**config.mk**
```make
export PLATFORM = sky130hd
export DESIGN_NAME = instr_mem_loader
export DESIGN_NICKNAME = d
export VERILOG_FILES = /design/src/rtl/instr_mem_loader.sv
export SDC_FILE = /design/constraint.sdc
export NUM_CORES = 1
export LEC_CHECK = 0
export ABC_CLOCK_PERIOD_IN_PS = 2800
export BUFFER_PORTS_ARGS = -buffer_cell sky130_fd_sc_hd__buf_2
export CORE_UTILIZATION = 54
export DETAILED_ROUTE_END_ITERATION = 6
export PLACE_DENSITY = 0.75
export SYNTH_ARGS = -nofsm -noshare
export SYNTH_HDL_FRONTEND = slang
export SYNTH_SLANG_ARGS = --single-unit
```
**constraint.sdc**
```tcl
create_clock -name i_clk -period 2.8 [get_ports i_clk]
set_input_delay 0 -clock i_clk [delete_from_list [all_inputs] [get_ports i_clk]]
set_output_delay 0 -clock i_clk [all_outputs]
set_load 0.02 [all_outputs]
```
**src/rtl/instr_mem_loader.sv**
```systemverilog
// instr_mem_loader: packs a UART byte stream MSB-first into words and writes them to instruction RAM.
// Ports: i_clk/i_rst_n clock and async active-low reset; i_load_start begins a load;
//   i_rx_data/i_rx_valid byte stream; o_mem_we/o_mem_addr/o_mem_data RAM write port;
//   o_cpu_rst holds the CPU in reset until loading ends; o_busy/o_done/o_full status;
//   o_word_count words written in the current load.
module instr_mem_loader #(
  parameter int                 NB_BITS   = 32,
  parameter int                 RAM_DEPTH = 10,
  parameter logic [NB_BITS-1:0] HALT_WORD = 32'hFFFFFFFF
) (
  input  logic                 i_clk,
  input  logic                 i_rst_n,
  input  logic                 i_load_start,
  input  logic [7:0]           i_rx_data,
  input  logic                 i_rx_valid,
  output logic                 o_mem_we,
  output logic [RAM_DEPTH-1:0] o_mem_addr,
  output logic [NB_BITS-1:0]   o_mem_data,
  output logic                 o_cpu_rst,
  output logic                 o_busy,
  output logic                 o_done,
  output logic                 o_full,
  output logic [RAM_DEPTH-2:0] o_word_count
);
  localparam int NB_BYTES = NB_BITS / 8;
  localparam int BCW = $clog2(NB_BYTES) + 1;
  localparam logic [RAM_DEPTH-1:0] LAST_ADDR = {{(RAM_DEPTH-2){1'b1}}, 2'b00};
  typedef enum logic [1:0] {IDLE, LOAD, DONE} state_t;
  state_t               r_state, w_next;
  logic [BCW-1:0]       r_byte_cnt;
  logic [RAM_DEPTH-1:0] r_addr;
  logic [NB_BITS-9:0]   r_pack;
  logic [NB_BITS-1:0]   w_word;
  logic                 w_take, w_last, w_halt, w_start;
  // r_pack keeps only the bytes already received; the incoming byte completes the word
  assign w_word  = {r_pack, i_rx_data};
  assign w_take  = r_state == LOAD && i_rx_valid;
  assign w_last  = w_take && r_byte_cnt == BCW'(NB_BYTES - 1);
  assign w_halt  = w_word == HALT_WORD;
  assign w_start = r_state != LOAD && i_load_start;
  assign o_busy    = r_state == LOAD;
  assign o_done    = r_state == DONE;
  assign o_cpu_rst = r_state != DONE;
  always_ff @(posedge i_clk or negedge i_rst_n)
    if (!i_rst_n) r_state <= IDLE;
    else r_state <= w_next;
  always_comb begin
    w_next = r_state;
    if (w_start) w_next = LOAD;
    else if (w_last && (w_halt || r_addr == LAST_ADDR)) w_next = DONE;
  end
  always_ff @(posedge i_clk or negedge i_rst_n) begin
    if (!i_rst_n) begin
      o_mem_we     <= 1'b0;
      o_mem_addr   <= '0;
      o_mem_data   <= '0;
      o_full       <= 1'b0;
      o_word_count <= '0;
      r_byte_cnt   <= '0;
      r_addr       <= '0;
      r_pack       <= '0;
    end else begin
      o_mem_we <= w_last;
      if (w_start) begin
        o_full       <= 1'b0;
        o_word_count <= '0;
        r_byte_cnt   <= '0;
        r_addr       <= '0;
      end else if (w_take) begin
        r_pack     <= w_word[NB_BITS-9:0];
        r_byte_cnt <= w_last ? '0 : r_byte_cnt + 1'b1;
        if (w_last) begin
          o_mem_data   <= w_word;
          o_mem_addr   <= r_addr;
          r_addr       <= r_addr + RAM_DEPTH'(4);
          o_word_count <= o_word_count + 1'b1;
          o_full       <= !w_halt && r_addr == LAST_ADDR;
        end
      end
    end
  end
endmodule

```
== Word level (Yosys, flattened, before mapping) ==
Index checks and enable logic that the tools add are counted.

* $add $sub $neg: 3
* $mul: 0
* Div/mod/pow operators: 0
* Order comparisons: 0
* Eq/ne operators: 7
* Shift-type cells: 0
* Muxes and demuxes: 14
* Bitwise gates (word level): 1
* Reductions and logical operators: 13

{| class="wikitable"
|+ Operator list
! kind !! number
|-
| 32-bit == test (second input constant) || 1
|-
| 10-bit two-way mux || 3
|-
| 9-bit two-way mux || 3
|-
| 10-bit by 3-bit adder with 10-bit output (second input constant) || 1
|-
| 10-bit == test (second input constant) || 1
|-
| 9-bit by 1-bit adder with 9-bit output (second input constant) || 1
|-
| 3-bit two-way mux || 3
|-
| 2-bit nonzero test || 3
|-
| 1-bit logical AND || 5
|-
| 2-bit two-way mux || 2
|-
| 2-bit AND reduction || 2
|-
| 3-bit by 1-bit adder with 3-bit output (second input constant) || 1
|-
| 3-bit by 2-bit == test with 1-bit output (second input constant) || 1
|-
| 1-bit two-way mux || 3
|-
| 3-bit AND reduction || 1
|-
| 2-bit by 1-bit == test with 1-bit output (second input constant) || 1
|-
| 2-bit == test (second input constant) || 1
|-
| 2-bit by 1-bit inequality test with 1-bit output (second input constant) || 1
|-
| 2-bit inequality test (second input constant) || 1
|-
| 1-bit zero test || 1
|-
| 1-bit logical OR || 1
|-
| 1-bit NOT || 1
|}

* Register bits after elaboration: 92
* Latch bits: 0
* Memory bits (writable): 0
* Bits in read-only memories: 0
* Bits of input ports: 12
* Output and inout port bits: 56
* Logic and storage cells: 47
* Memories: 0

== Logic depth before layout (Yosys ltp) ==
* Word-level depth: 6
* Gate-level depth with buffers: 7
* Depth with buffers taken out: 6

== Worst setup path after synthesis ==
No wires, ideal clock.

* Path type: reg-to-reg
* Start: reg r_byte_cnt[0]
* End: reg o_word_count[5]
* Arrival: 1,560 ps
* Data required time: 2,722 ps
* Setup slack: 1,162 ps
* Stages on the path, launching flop included: 6
* Path buffers: 0
* Period minus slack after synthesis: 1,638 ps
* Cell sequence: dfrtp_1 > ha_1 > and4bb_4 > nand2_2 > or4_1 > a21oi_1

* Cells in the longest elaborated chain, start to end: 4

{| class="wikitable"
|+ RTL lines
! element !! RTL line !! text
|-
| start: declaration || 30 || <nowiki>logic [BCW-1:0] r_byte_cnt;</nowiki>
|-
| start signal: assignment || 71 || <nowiki>r_byte_cnt <= w_last ? '0 : r_byte_cnt + 1'b1;</nowiki>
|-
| 3-bit by 2-bit == test with 1-bit output || 38 || <nowiki>assign w_last = w_take && r_byte_cnt == BCW'(NB_BYTES - 1);</nowiki>
|-
| 1-bit logical AND || 38 ||
|-
| 2-bit nonzero test (no line) || -- ||
|-
| 2-bit AND reduction (no line) || -- ||
|-
| end signal: assignment || 76 || <nowiki>o_word_count <= o_word_count + 1'b1;</nowiki>
|-
| end: declaration || 23 || <nowiki>output logic [RAM_DEPTH-2:0] o_word_count</nowiki>
|}

No other way between the ends.
A chain may end at the register's enable or synchronous reset.

== Worst setup path after layout ==
Ends and elaborated chain as after synthesis.

==> results.toml <==
[die]
core.rowCount = 29
io_pins = 68
start_util_pct = 56.8
core_sq_um = 6420
die-width_um = 84.2
design.die.area_sq_um = 7080
die_height_um = 84.2

[cts]
ctsResizeCount = 0
cts_hold_buffers = 10
cts_buffer_depth = 2
clock_latency_ps = 340
cts_setup_buffers = 0
htree_num_levels = 3
cts_made_buffers = 9
clock-root-buffer = "clkbuf_8"
cts_tree = "yes"
clk_pin_slew_ps = 80
clkSinkCount = 88

[hold_path]
hp-start = "i_load_start"
min_to = "r_byte_cnt[2]"
min_path_cells = 4
hp-class = "in2reg"

[synth]
synth_cell_types = 37
yosysWarnings = 0
synth-seq-area-share_pct = 60.4
syn_inst = 351
ys_seq_elements = 88
avgSynthCellArea_sq_um = 10.4
synth_area_sq_um = 3650

[global_routing]
gr-max-usage-layer = "met2"
gr-usage-met3_pct = 4.62
grt_overflow_total = 0
use_met2_pct = 38.0
grt_max_degree = 89
grt_pass1_wl_um = 13100
grt_pass1_vias = 2754
grt_use_total_pct = 23.9
met1_usage_pct = 32.3
antenna_found_initial = 0

[worst_setup_path]
crit_arrival_ps = 2290
reg2reg_slack_ps = 780
critPathMaxFanout = 22
end_kind = "flip-flop"
reg2reg_depth = 6
r2r-end = "o_word_count[5]"
crit_required_ps = 3070
startpoint_type = "flip-flop"
crit_type = "reg2reg"
rr_startpoint = "r_byte_cnt[0]"

[sta]
tightest_slew_ps = 1070
drv_slew = 0
fmax_mhz = 495
relSlewSlack_pct = 28.5
holdWs_ps = 183
fin_crit_sh_pct = 72.2
final_hold_viol_count = 0
clock_skew_ps = 6.32
rsz0062_at_grt = "no"
setup_viol = 0
min_period_ps = 2020
tns_ps = 0

[routing]
drtIter0Drc = 167
drcViolationCount = 14
dr.pass1.iters = 6
avgRoutedWirePerCell_um = 15.2
num_vias = 2757
via_per_inst = 5.46
final_antenna_net_count = 0
drt_wl_total_um = 7700

[layout]
final_core_util_pct = 67.5
layout-drive-gt1-share_pct = 26.4
diodes = 0
fillerInstances = 513
nets = 439
syn2layout_area_growth_pct = 18.9

[placement]
routabilityCongestion = 0.800
hpwl_um = 5070
port-buffer-count = 65

[power]
max-vdd-ir-drop_mv = 0.519
totalPowerFinal_mw = 4.07
power_density_nw_per_um2 = 940
total_leakage_power_nw = 2.24

[job]
drv_cap = 0

[status]
violations = "design-rule violations"
status = "complete, but fails checks"
==> kinds of logic (layout without fill, tap and decap cells) <==
group / count (synthesis) / count (layout) / share of synthesized area [%]
compound gates: 23 / 23 / 4.56
buf+inv: 23 / 99 / 2.85
fa+ha+maj: 3 / 3 / 1.03
other cells: 1 / 2 / 0.103
mux: 24 / 24 / 7.41
xor+xnor: 7 / 7 / 1.68
simple gates: 182 / 182 / 22.0
flops: 88 / 88 / 60.4
==> state kept, by name, summed over array words and instances (netlist names) <==
| register | cells |
|---|---|
| r_pack | 24 |
| r_byte_cnt | 3 |
| r_addr | 8 |
| o_mem_addr | 8 |
| o_word_count | 9 |
| o_full | 1 |
| r_state | 2 |
| o_mem_data | 32 |
| o_mem_we | 1 |
==> worst max-delay path, stage by stage (launching register included) <==
cell      delay (ps)
dfrtp_1          380
ha_1             290
and4bb_4         310
nand2_2           90
buf_4            220
or4_1            520
a21oi_1          150
==> final cells by class <==
type | count | area, sq um | area share, %
Clock inverter | 3 | 65.1 | 1.50
Timing Repair Buffer | 78 | 450 | 10.4
Clock buffer | 12 | 155 | 3.58
Sequential cell | 88 | 2200 | 50.8
Tap cell | 77 | 96.3 | 2.22
Inverter | 6 | 22.5 | 0.519
Multi-Input combinational cell | 241 | 1340 | 31.0
==> per-layer routing <==
layer  up-vias  wire length [um]
met1      1346              3590
met3        14               302
met2        87              3670
met4         0               131
li1       1310                 -
met5         -                 0
==> through the flow <==
stage	instance area (sq um)	setup WS (ps)	instances
2_1_floorplan	3650	1160	352
3_3_place_gp	4020	877	480
3_5_place_dp	4020	811	480
4_1_cts	4340	788	505
5_1_grt	4340	677	505
6_report	4340	779	505
==> power by group <==
| group | leakage, nW | total, mW | internal (mW) | switching, mW |
|---|---|---|---|---|
| sequential | 1.11 | 1.87 | 1.62 | 0.251 |
| clock | 0.112 | 0.964 | 0.546 | 0.418 |
| combinational | 1.02 | 1.24 | 0.435 | 0.803 |
| total | 2.24 | 4.07 | 2.60 | 1.47 |
==> synthesized netlist by cell type, drive strengths merged <==
cell type / count / area share, %
nor2b: 1 / 0.17
clkbuf: 7 / 0.72
a21o: 1 / 0.21
xor2: 6 / 1.4
o311ai: 1 / 0.24
o31ai: 5 / 1.0
and2: 2 / 0.34
inv: 6 / 0.62
and4: 2 / 0.48
dfrtp: 88 / 60
nand4: 12 / 2.1
nand3: 7 / 0.96
nor3: 1 / 0.14
nor4: 2 / 0.34
a2bb2oi: 1 / 0.41
o21ai: 4 / 0.55
buf: 10 / 1.5
o211ai: 3 / 0.62
a31o: 1 / 0.24
conb: 1 / 0.10
ha: 3 / 1.0
xnor2: 1 / 0.24
and3: 2 / 0.34
nand2: 138 / 14
o41ai: 1 / 0.24
a21oi: 3 / 0.41
a31oi: 2 / 0.34
mux2: 24 / 7.4
and4bb: 2 / 0.89
nand2b: 2 / 0.34
nor2: 7 / 0.72
a32o: 1 / 0.27
or4: 4 / 0.82
==> layout by cell type, fill, tap and decap left out, drive strengths merged, types with 2 or more instances in the layout <==
cell type | Yosys | routed
inv | 6 | 6
and2 | 2 | 2
dlygate4sd3 | 0 | 10
nand2b | 2 | 2
ha | 3 | 3
dfrtp | 88 | 88
or4 | 4 | 4
nand4 | 12 | 12
and4 | 2 | 2
and4bb | 2 | 2
xor2 | 6 | 6
a21oi | 3 | 3
a31oi | 2 | 2
o31ai | 5 | 5
clkbuf | 7 | 12
nand3 | 7 | 7
nand2 | 138 | 138
nor4 | 2 | 2
conb | 1 | 2
o211ai | 3 | 3
bufinv | 0 | 2
o21ai | 4 | 4
mux2 | 24 | 24
nor2 | 7 | 7
buf | 10 | 68
and3 | 2 | 2
==> how the worst max path moves through the flow <==
stage                                 end  slack [ps]           from  cells past startpoint
after floorplan           o_word_count[5]        1160  r_byte_cnt[0]                      5
after global placement    o_word_count[5]         880  r_byte_cnt[0]                      6
after detailed placement  o_word_count[5]         810  r_byte_cnt[0]                      6
after CTS                 o_word_count[5]         790  r_byte_cnt[0]                      6
after global routing        r_byte_cnt[0]         680     r_state[0]                      4
final                     o_word_count[5]         780  r_byte_cnt[0]                      6
(Power assumes the default switching activity.)
